==> config.mk <==
export PLATFORM = sky130hd
export DESIGN_NAME = keypad_scanner
export DESIGN_NICKNAME = d
export VERILOG_FILES = /design/src/rtl/keypad_pkg.sv /design/src/rtl/sync_2ff.sv /design/src/rtl/keypad_scanner.sv
export SDC_FILE = /design/constraint.sdc
export NUM_CORES = 1
export LEC_CHECK = 0
export CAP_MARGIN = 20
export CORE_MARGIN = 2
export CORE_UTILIZATION = 47
export CTS_BUF_LIST = sky130_fd_sc_hd__clkbuf_16
export CTS_CLUSTER_DIAMETER = 50
export CTS_CLUSTER_SIZE = 30
export DETAILED_ROUTE_END_ITERATION = 6
export GPL_TIMING_DRIVEN = 0
export PLACE_DENSITY = 0.8
export SYNTH_ARGS = -nofsm -noshare
export SYNTH_HDL_FRONTEND = slang
export SYNTH_SLANG_ARGS = --single-unit
==> constraint.sdc <==
create_clock -name clk -period 1.8 [get_ports clk]
set_input_delay 0.27 -clock clk [delete_from_list [all_inputs] [get_ports clk]]
set_output_delay 0.27 -clock clk [all_outputs]
set_load 0.005 [all_outputs]
==> src/rtl/keypad_pkg.sv <==
// keypad_pkg: shared FSM state type and keypad geometry constants for keypad_scanner
package keypad_pkg;
  typedef enum logic [1:0] {SCAN, DEBOUNCE, HELD, RELEASE} state_e;
  localparam int NUM_ROWS = 4;
  localparam int NUM_COLS = 4;
  localparam logic [NUM_ROWS-1:0] ROW_RESET = 4'b1000;
endpackage

==> src/rtl/sync_2ff.sv <==
// sync_2ff: width-parameterized two-flop synchronizer with synchronous active-high reset
// Ports: clk, reset; d_i asynchronous input bus; q_o synchronized output bus
module sync_2ff #(
  parameter int W = 1
) (
  input  logic         clk,
  input  logic         reset,
  input  logic [W-1:0] d_i,
  output logic [W-1:0] q_o
);
  logic [W-1:0] s1_q, s2_q;
  always_ff @(posedge clk) begin
    if (reset) begin
      s1_q <= '0;
      s2_q <= '0;
    end else begin
      s1_q <= d_i;
      s2_q <= s1_q;
    end
  end
  assign q_o = s2_q;
endmodule

==> src/rtl/keypad_scanner.sv <==
// keypad_scanner: scans a 4x4 matrix keypad, debounces one press and reports one-hot row/column
// Ports: clk, reset (sync, active-high); col_in raw column pins; row_drive one-hot row drive;
//        key_row/key_col one-hot accepted key; key_valid one-cycle press pulse; key_held key still down
module keypad_scanner
  import keypad_pkg::*;
#(
  parameter int SCAN_CYCLES     = 4,
  parameter int DEBOUNCE_CYCLES = 8
) (
  input  logic                clk,
  input  logic                reset,
  input  logic [NUM_COLS-1:0] col_in,
  output logic [NUM_ROWS-1:0] row_drive,
  output logic [NUM_ROWS-1:0] key_row,
  output logic [NUM_COLS-1:0] key_col,
  output logic                key_valid,
  output logic                key_held
);
  localparam int MAXC = SCAN_CYCLES > DEBOUNCE_CYCLES ? SCAN_CYCLES : DEBOUNCE_CYCLES;
  localparam int CW = $clog2(MAXC + 1);
  localparam logic [CW-1:0] SCAN_LAST = CW'(SCAN_CYCLES - 1);
  localparam logic [CW-1:0] DEB_DONE = CW'(DEBOUNCE_CYCLES);
  state_e              state_q;
  logic [CW-1:0]       cnt_q, cnt_d;
  logic [NUM_ROWS-1:0] row_q, row_d, key_row_q;
  logic [NUM_COLS-1:0] cand_col_q, key_col_q, col_s;
  logic                valid_q, held_q, one_hot, hit;
  sync_2ff #(.W(NUM_COLS)) u_sync (
    .clk  (clk),
    .reset(reset),
    .d_i  (col_in),
    .q_o  (col_s)
  );
  assign cnt_d   = cnt_q + 1'b1;
  assign row_d   = {row_q[0], row_q[NUM_ROWS-1:1]};
  assign one_hot = (col_s != '0) && ((col_s & (col_s - 1'b1)) == '0);
  // HELD/RELEASE watch only the accepted column, so extra keys in the same row are ignored
  assign hit     = |(col_s & cand_col_q);
  // The row stays frozen from candidate detection through release, so row_q is the candidate row
  always_ff @(posedge clk) begin
    if (reset) begin
      state_q    <= SCAN;
      cnt_q      <= '0;
      row_q      <= ROW_RESET;
      cand_col_q <= '0;
      key_row_q  <= '0;
      key_col_q  <= '0;
      valid_q    <= 1'b0;
      held_q     <= 1'b0;
    end else begin
      valid_q <= 1'b0;
      case (state_q)
        SCAN: begin
          cnt_q <= cnt_q == SCAN_LAST ? '0 : cnt_d;
          if (cnt_q == SCAN_LAST) begin
            if (one_hot) begin
              cand_col_q <= col_s;
              state_q    <= DEBOUNCE;
            end else begin
              row_q <= row_d;
            end
          end
        end
        DEBOUNCE: begin
          if (col_s != cand_col_q) begin
            cnt_q   <= '0;
            row_q   <= row_d;
            state_q <= SCAN;
          end else if (cnt_d == DEB_DONE) begin
            cnt_q     <= '0;
            key_row_q <= row_q;
            key_col_q <= cand_col_q;
            valid_q   <= 1'b1;
            held_q    <= 1'b1;
            state_q   <= HELD;
          end else begin
            cnt_q <= cnt_d;
          end
        end
        HELD: begin
          if (!hit) begin
            cnt_q   <= '0;
            state_q <= RELEASE;
          end
        end
        RELEASE: begin
          if (hit) begin
            cnt_q   <= '0;
            state_q <= HELD;
          end else if (cnt_d == DEB_DONE) begin
            cnt_q   <= '0;
            held_q  <= 1'b0;
            row_q   <= row_d;
            state_q <= SCAN;
          end else begin
            cnt_q <= cnt_d;
          end
        end
        default: state_q <= SCAN;
      endcase
    end
  end
  assign row_drive = row_q;
  assign key_row   = key_row_q;
  assign key_col   = key_col_q;
  assign key_valid = valid_q;
  assign key_held  = held_q;
endmodule

# --- After elaboration in Yosys (flattened, before gate mapping) ---
# Cells that the tools add are included.
word_totals:
  regBits: 32
  in_bits: 6
  out_inout_bits: 14
  elab_cells: 72
op_classes:
  n_addsub: 2
  n_eq_ne: 17
  mux: 26
  bitwise: 4
  reduce_logical: 13
ops:
  columns: ["operator", "count"]
  rows:
  - ["two-way mux 4 bit", 10]
  - ["!= test 2 bit (second input constant)", 9]
  - ["one-hot mux 4 bit (4 select lines)", 1]
  - ["two-way mux 2 bit", 7]
  - ["one-hot mux 4 bit (3 select lines)", 1]
  - ["AND reduction 5 bit", 2]
  - ["AND 4 bit", 2]
  - ["one-hot mux 2 bit (4 select lines)", 1]
  - ["!= test 3 bit (second input constant)", 2]
  - ["AND reduction 3 bit", 2]
  - ["AND reduction 6 bit", 1]
  - ["two-way mux 1 bit", 5]
  - ["adder 4 x 1 -> 4 bit (second input constant)", 1]
  - ["equality test 2 bit (second input constant)", 2]
  - ["equality test 4 x 2 -> 1 bit (second input constant)", 1]
  - ["equality test 4 bit (second input constant)", 1]
  - ["zero test 4 bit", 1]
  - ["!= test 4 bit", 1]
  - ["nonzero test 4 bit", 1]
  - ["OR reduction 4 bit", 1]
  - ["subtractor 4 x 1 -> 4 bit (second input constant)", 1]
  - ["nonzero test 3 bit", 1]
  - ["OR reduction 3 bit", 1]
  - ["equality test 2 x 1 -> 1 bit (second input constant)", 1]
  - ["5 further kinds", 6]

# --- Longest topological paths before layout ---
# Gate-level depths: netlist (run 1).
logic_depth:
  word_depth: 7
  depth_mapped: 6
  mapped_depth_nobuf: 6

# --- Hierarchy ---
# Synthesis (run 1) repeated with hierarchy kept, for this count alone.
unflattened:
  hier_cells: 138
  hier_area_um2: 1388.8
modules_own_cells:
  columns: ["mod", "n_inst", "cells_per_inst", "area_each_um2", "seq_area_each_um2"]
  rows:
  - ["keypad_scanner", 1, 122, 1178.6, 480.5]
  - ["sync_2ff", 1, 16, 210.2, 160.2]

# --- Worst setup path before layout (run 1) ---
# Ideal clock, no wire load.
synth_path:
  kind: "register to register"
  start: "register cnt_q[0]"
  end: "register cand_col_q[0]"
  setup_time_ns: 0.128
  t_arrival_ns: 1.748
  t_required_ns: 1.672
  setup_slack_ns: -0.076
  stages_incl_launch_ff: 6
  n_path_buf: 0
  period_less_slack_ns: 1.876
  path_cell_list: "dfxtp_1 -> ha_1 -> or3b_1 -> a2111oi_4 -> mux2i_1 -> nor2_1"
synth_between:
  elab_chain_cells: 2
synth_lines:
  columns: ["item", "line", "rtl"]
  rows:
  - ["start, declared", "keypad_scanner.sv:24", "logic [CW-1:0] cnt_q, cnt_d;"]
  - ["start signal, assigned", "keypad_scanner.sv:54", "cnt_q <= cnt_q == SCAN_LAST ? '0 : cnt_d;"]
  - ["start signal, assigned", "keypad_scanner.sv:77", "cnt_q <= cnt_d;"]
  - ["start signal, assigned", "keypad_scanner.sv:96", "cnt_q <= cnt_d;"]
  - ["equality test 4 x 2 -> 1 bit", "keypad_scanner.sv:55", "if (cnt_q == SCAN_LAST) begin"]
  - ["AND reduction 3 bit (no line)", null, null]
  - ["end signal, assigned", "keypad_scanner.sv:57", "cand_col_q <= col_s;"]
  - ["end, declared", "keypad_scanner.sv:26", "logic [NUM_COLS-1:0] cand_col_q, key_col_q, col_s;"]
# No other way between the ends.
# A chain may end at the register's enable or synchronous reset.

# --- Final worst setup path (run 1) ---
layout_path:
  start: "register cand_col_q[0]"
  end: "register state_q[1]"
layout_between:
  elab_chain_cells: 4
  word_cells_on_any_way: 10
  cone_classes: "eq/ne (4); mux (3); bitwise (1); reduce/logical (2)"
layout_lines:
  columns: ["item", "line", "rtl"]
  rows:
  - ["AND 4 bit", "keypad_scanner.sv:38", "assign hit = |(col_s & cand_col_q);"]
  - ["OR reduction 4 bit", "keypad_scanner.sv:38", null]
  - ["!= test 3 bit (no line) (tied with other cells)", null, null]
  - ["AND reduction 5 bit (no line) / one-hot mux 2 bit (4 select lines) (equally long branches)", null, null]
  - ["end signal, assigned", "keypad_scanner.sv:42", "state_q <= SCAN;"]
  - ["end signal, assigned", "keypad_scanner.sv:58", "state_q <= DEBOUNCE;"]
  - ["end signal, assigned", "keypad_scanner.sv:68", "state_q <= SCAN;"]
  - ["end, declared", "keypad_scanner.sv:23", "state_e state_q;"]
# Parallel ways exist; a longest one is shown, timed or not.

==> results of run 1 <==
==> per-layer routing <==
metal	part of all wire	wire length, um	vias to the layer above	track usage
met2	0.50	1620	49	0.346
met4	0.027	87	0	0.0963
met5	0	0	-	0
met1	0.40	1300	524	0.227
met3	0.073	236	9	0.0714
li1	-	-	553	-
==> cells by family after synthesis <==
family	Yosys count
buf+inv	5
simple gates	54
compound gates	22
xor+xnor	1
flops	32
fa+ha+maj	5
mux	17
==> layout make-up <==
| cell class | count | area [um2] |
|---|---|---|
| timing repair buffer | 29 | 265 |
| multi-input combinational | 99 | 791 |
| clock inverter | 3 | 37.5 |
| inverter | 1 | 3.75 |
| sequential | 32 | 651 |
| clock buffer | 5 | 125 |
| buffer | 4 | 18.8 |
| fill | 211 | 827 |
| tap | 31 | 38.8 |
==> path summary, 6_finish.rpt <==
check	from	to	slack (ns)	cells after the start
worst min register to register	u_sync.s1_q[0]	u_sync.q_o[0]	0.43	1
worst min-delay path	u_sync.s1_q[0]	u_sync.q_o[0]	0.43	1
worst max register to register	cand_col_q[0]	state_q[1]	-0.02	6
worst max-delay path	cand_col_q[0]	state_q[1]	-0.02	6
==> registers in the layout, summed over array words and instances, names as in the netlist <==
name         cells
key_valid        1
key_held         1
row_drive        4
cand_col_q       4
state_q          2
key_row          4
cnt_q            4
key_col          4
u_sync.q_o       4
u_sync.s1_q      4
==> cells in the final DEF, fill, tap and decap left out, types with 2 or more instances in the layout <==
cell             instances
o21ai_0                  3
dfxtp_1                 28
a31oi_1                  2
buf_4                   11
nand3_1                  4
clkdlybuf4s50_1         19
a21oi_1                  3
nor2b_1                  9
clkbuf_1                 3
ha_1                     2
nor2_1                  20
o211ai_1                 3
ha_2                     2
nand2_1                  5
dfxtp_2                  2
clkbuf_16                5
clkinv_1                 2
dfxtp_4                  2
mux2i_1                 17
nand2b_1                 5
==> timing repair <==
action,CTS,global route
resized for setup,18,8
cloned,0,0
pin swaps,2,9
setup buffers,6,4
endpoints found under the setup margin,23,22
==> stage by stage <==
step / hold slack, ns / util
2_1_floorplan: 0.398 / -
3_3_place_gp: 0.424 / 0.578
3_5_place_dp: 0.425 / 0.578
4_1_cts: 0.437 / 0.680
5_1_grt: 0.449 / 0.700
6_report: 0.434 / 0.700
==> critical path: stages, from the launching register on <==
cell	delay, ns
dfxtp_1	0.35
ha_2	0.30
nor4b_4	0.35
a32oi_1	0.14
or2_2	0.34
a31oi_1	0.13
a211oi_1	0.07
==> power groups by stage <==
stage / Sequential (uW) / Combinational, uW / Clock, uW
after detailed placement: 869 / 361 / 0
after global routing: 884 / 531 / 978
after global placement: 862 / 347 / 0
after CTS: 866 / 462 / 941
final: 878 / 499 / 936
after floorplan: 852 / 257 / 0
==> results.cfg, run 1 <==
[run_status]
status = finished with violations
violations = negative setup slack

[power]
switching_share = 0.266
clkPwrFrac = 0.405
internal_power_uw = 1700
irDropWorstVdd_mv = 1.22
seqPwrFrac = 0.380
total_leakage_power_uw = 0.000816
switching_power_uw = 616
power_uw = 2310
p_per_area_nw_per_um2 = 1200
p_comb_frac = 0.216

[yosys]
synth_top_family_by_area = simple AND/OR/NAND/NOR gates
synth_top_area_frac = 0.472
synthFlopType = dfxtp_1
synthSimpleGateAreaFrac = 0.212
synth_top_area_cell = dfxtp_1
synth.cell_area_um2 = 1360
yosysMostFrequentCell = dfxtp_1
synth.net_count = 147
synthArstFlopShare = 0
synth_top_cells_by_count = dfxtp_1 (32), nor2_1 (20), mux2i_1 (17)
synth.area.mux_share = 0.125
synth_seq_cells = 32
synth.avg_cell_area_um2 = 9.98
synth_compound_area_frac = 0.124
synth_warnings = 0
syn_inst = 136
synth-xor-area-share = 0.00645
ys_seq_area_frac = 0.472
synth_edf_count = 0
synth-adder-area-share = 0.0461
synth_cell_type_count = 33
synth.area.top_cells = dfxtp_1 (47%), mux2i_1 (13%), nor2_1 (5.5%), ha_1 (4.6%), nor2b_1 (4.1%)

[finish]
fin_nets = 183
final_cells = 204
antenna_cells = 0
design_area_um2 = 1930
drive_above_1_share = 0.214
area_delta_synth_final_pct = 42.2

[clocking]
numCtsBuffers = 5
ctsHoldBuffers = 0
htree_levels = 2
cts_buffer_depth = 2
cts-root-buf = clkbuf_16
cts_sinks = 32
cts_tree = yes
clkTransAtPathRegs_ns = 0.05
clk_latency_ns = 0.28

[sta]
slew_headroom = 0.631
fin_setup_tns_ns = -0.0691
tightest_slew_ns = 0.554
maxSlewViolCount = 0
period_minus_slack_ns = 1.82
rsz0062_at_grt = true
finalClockSkew_ns = 0.00236
max_freq_mhz = 548
period_share = 1.01
fin_ws_ns = -0.0232
finalSetupViolations = 4
hold_viol = 0

[die]
dieArea_um2 = 3330
start_util = 0.492
die_w_um = 57.7
die_h_um = 57.7
fp-row-count = 19
core_um2 = 2760
ios = 20

[drt]
route.vias.total = 1135
postRouteAntennaNets = 0
wirelength_mm = 3.24
wl_per_cell_um = 15.9
drcViolationCount = 0
firstDrtPassIters = 4
drt_iter0_markers = 34
viasPerCell = 5.56

[placement]
dpl.cell_count = 186
dp_hpwl_mm = 1.92
io_buffers = 19
place_congestion = 0.841
preCtsSetupSlack_ns = -0.432
place_area_um2 = 1590

[worst_setup_path]
startpoint_type = flip-flop
cp.required_ns = 1.94
path_max_fanout = 3
critPathArrivalTime_ns = 1.96
criticalPathCategory = reg -> reg
cp-end-kind = flip-flop

[global_routing]
grt_pass1_vias = 1099
grt_max_degree = 11
gr-total-overflow = 0
grt_pass1_wl_mm = 4.98
antenna_found_initial = 0
grt_usage = 0.204

[flow_run]
drv_cap = 0

[hold_path]
hold_class = reg -> reg
No activity file was read; power rests on OpenSTA's default activity.
==> inputs of run 2 (changes only) <==
- RECOVER_POWER: unset -> 100
- TNS_END_PERCENT: unset -> 100
==> run 2 against run 1 <==
Net effect:
- the run still ends with negative setup slack left
- clock skew down 0.00091 ns
- critical endpoint is now row_drive[3]
- register-to-register slack about the same
- highest routed layer unchanged
- critical path type unchanged
- count of clock-buffer cells in the layout unchanged
- die area unchanged
==> results.cfg, run 2 (synthesis gave the netlist of run 1 again) <==
[drt]
postRouteAntennaNets = 0
met3WireLength_um = 196
drt_iter0_markers = 49
wirelength_mm = 3.22
wl_per_cell_um = 15.8
viasPerCell = 5.61
routed-wl-met2_mm = 1.61
maxUsedRoutingLayer = met4
wl_met1_mm = 1.29
drcViolationCount = 0
route.vias.total = 1145
firstDrtPassIters = 4

[finish]
final_cells = 204
area_delta_synth_final_pct = 42.2
final_common_cell = dfxtp_1
antenna_cells = 0
mostFrequentLayoutCells = dfxtp_1 (28), nor2_1 (20), mux2i_1 (17), dlygate4sd3_1 (14), buf_4 (11)
drive_above_1_share = 0.214
design_area_um2 = 1930
fin_nets = 183

[run_status]
status = finished with violations
violations = negative setup slack

[sta]
maxSlewViolCount = 0
fin_setup_tns_ns = -0.0915
rsz0062_at_grt = true
slew_headroom = 0.657
tightest_slew_ns = 0.514
finalClockSkew_ns = 0.00145
finalSetupViolations = 5
period_share = 1.02
fin_ws_ns = -0.0289
period_minus_slack_ns = 1.83
hold_viol = 0
max_freq_mhz = 547

[flow_run]
drv_cap = 0

[global_routing]
gr-total-overflow = 0
grt_pass1_wl_mm = 4.98
antenna_found_initial = 0
grt_pass1_vias = 1099
grt_max_degree = 11
grt_usage = 0.204

[placement]
place_area_um2 = 1590
dpl.cell_count = 186
preCtsSetupSlack_ns = -0.432
io_buffers = 19
place_congestion = 0.841
dp_hpwl_mm = 1.92

[worst_setup_path]
cp.required_ns = 2.00
rrSetupSlack_ns = -0.03
path_max_fanout = 4
startpoint_type = flip-flop
cp-end-kind = flip-flop
critPathArrivalTime_ns = 2.03
criticalPathCategory = reg -> reg
r2r_cells = 6

[clocking]
htree_levels = 2
ctsHoldBuffers = 0
cts_buffer_depth = 2
cts_tree = yes
cts_sinks = 32
cts-root-buf = clkbuf_16
numCtsBuffers = 5
clk_latency_ns = 0.28
clkTransAtPathRegs_ns = 0.05

[die]
fp-row-count = 19
die_w_um = 57.7
core_um2 = 2760
start_util = 0.492
dieArea_um2 = 3330
ios = 20
die_h_um = 57.7

[power]
p_per_area_nw_per_um2 = 1190
total_leakage_power_uw = 0.000859
irDropWorstVdd_mv = 1.21

[hold_path]
hold_depth = 1
hold_class = reg -> reg
-- run 2: changes by cell type in the layout (fill, tap and decap cells not counted), sizes merged --
| cell | delta |
|---|---|
| clkdlybuf4s50 | -14 |
| dlygate4sd3 | +14 |
-- run 2: through the flow --
step / power, uW / hold WS [ns] / util
2_1_floorplan: 1110 / 0.398 / -
3_3_place_gp: 1210 / 0.424 / 0.578
3_5_place_dp: 1230 / 0.425 / 0.578
4_1_cts: 2270 / 0.437 / 0.680
5_1_grt: 2380 / 0.449 / 0.700
6_report: 2300 / 0.434 / 0.700
-- run 2: critical path: stages, from the launching register on --
cell and delay [ns]:
dfxtp_2 0.33, ha_2 0.19, nor4_4 0.39, o211ai_1 0.24
a21boi_4 0.22, and2b_2 0.20, mux2i_1 0.19
-- run 2: cell type report --
class / instances / area (um2)
fill: 211 / 827
clock inverter: 3 / 37.5
buffer: 4 / 18.8
tap: 31 / 38.8
clock buffer: 5 / 125
timing repair buffer: 29 / 265
sequential: 32 / 651
multi-input combinational: 99 / 791
inverter: 1 / 3.75
-- run 2: final timing paths --
path,start,end
max,u_sync.q_o[0],row_drive[3]
min,u_sync.s1_q[0],u_sync.q_o[0]
max reg2reg,u_sync.q_o[0],row_drive[3]
min reg2reg,u_sync.s1_q[0],u_sync.q_o[0]
-- run 2: repair_timing --
item	in CTS	in global routing
buffers inserted	6	4
pin swaps	2	9
setup endpoints to repair	23	22
resized for setup	18	8
-- run 2: report_power, final --
| part | switching [uW] | total [uW] | internal, uW |
|---|---|---|---|
| clock | 292 | 934 | 642 |
| sequential | 93.5 | 877 | 783 |
| combinational | 225 | 490 | 265 |
| total | 611 | 2300 | 1690 |
-- run 2: routing by layer --
metal / vias up / GRT usage
li1: 554 / -
met1: 524 / 0.227
met2: 52 / 0.346
met3: 15 / 0.0714
met4: 0 / 0.0963
met5: - / 0
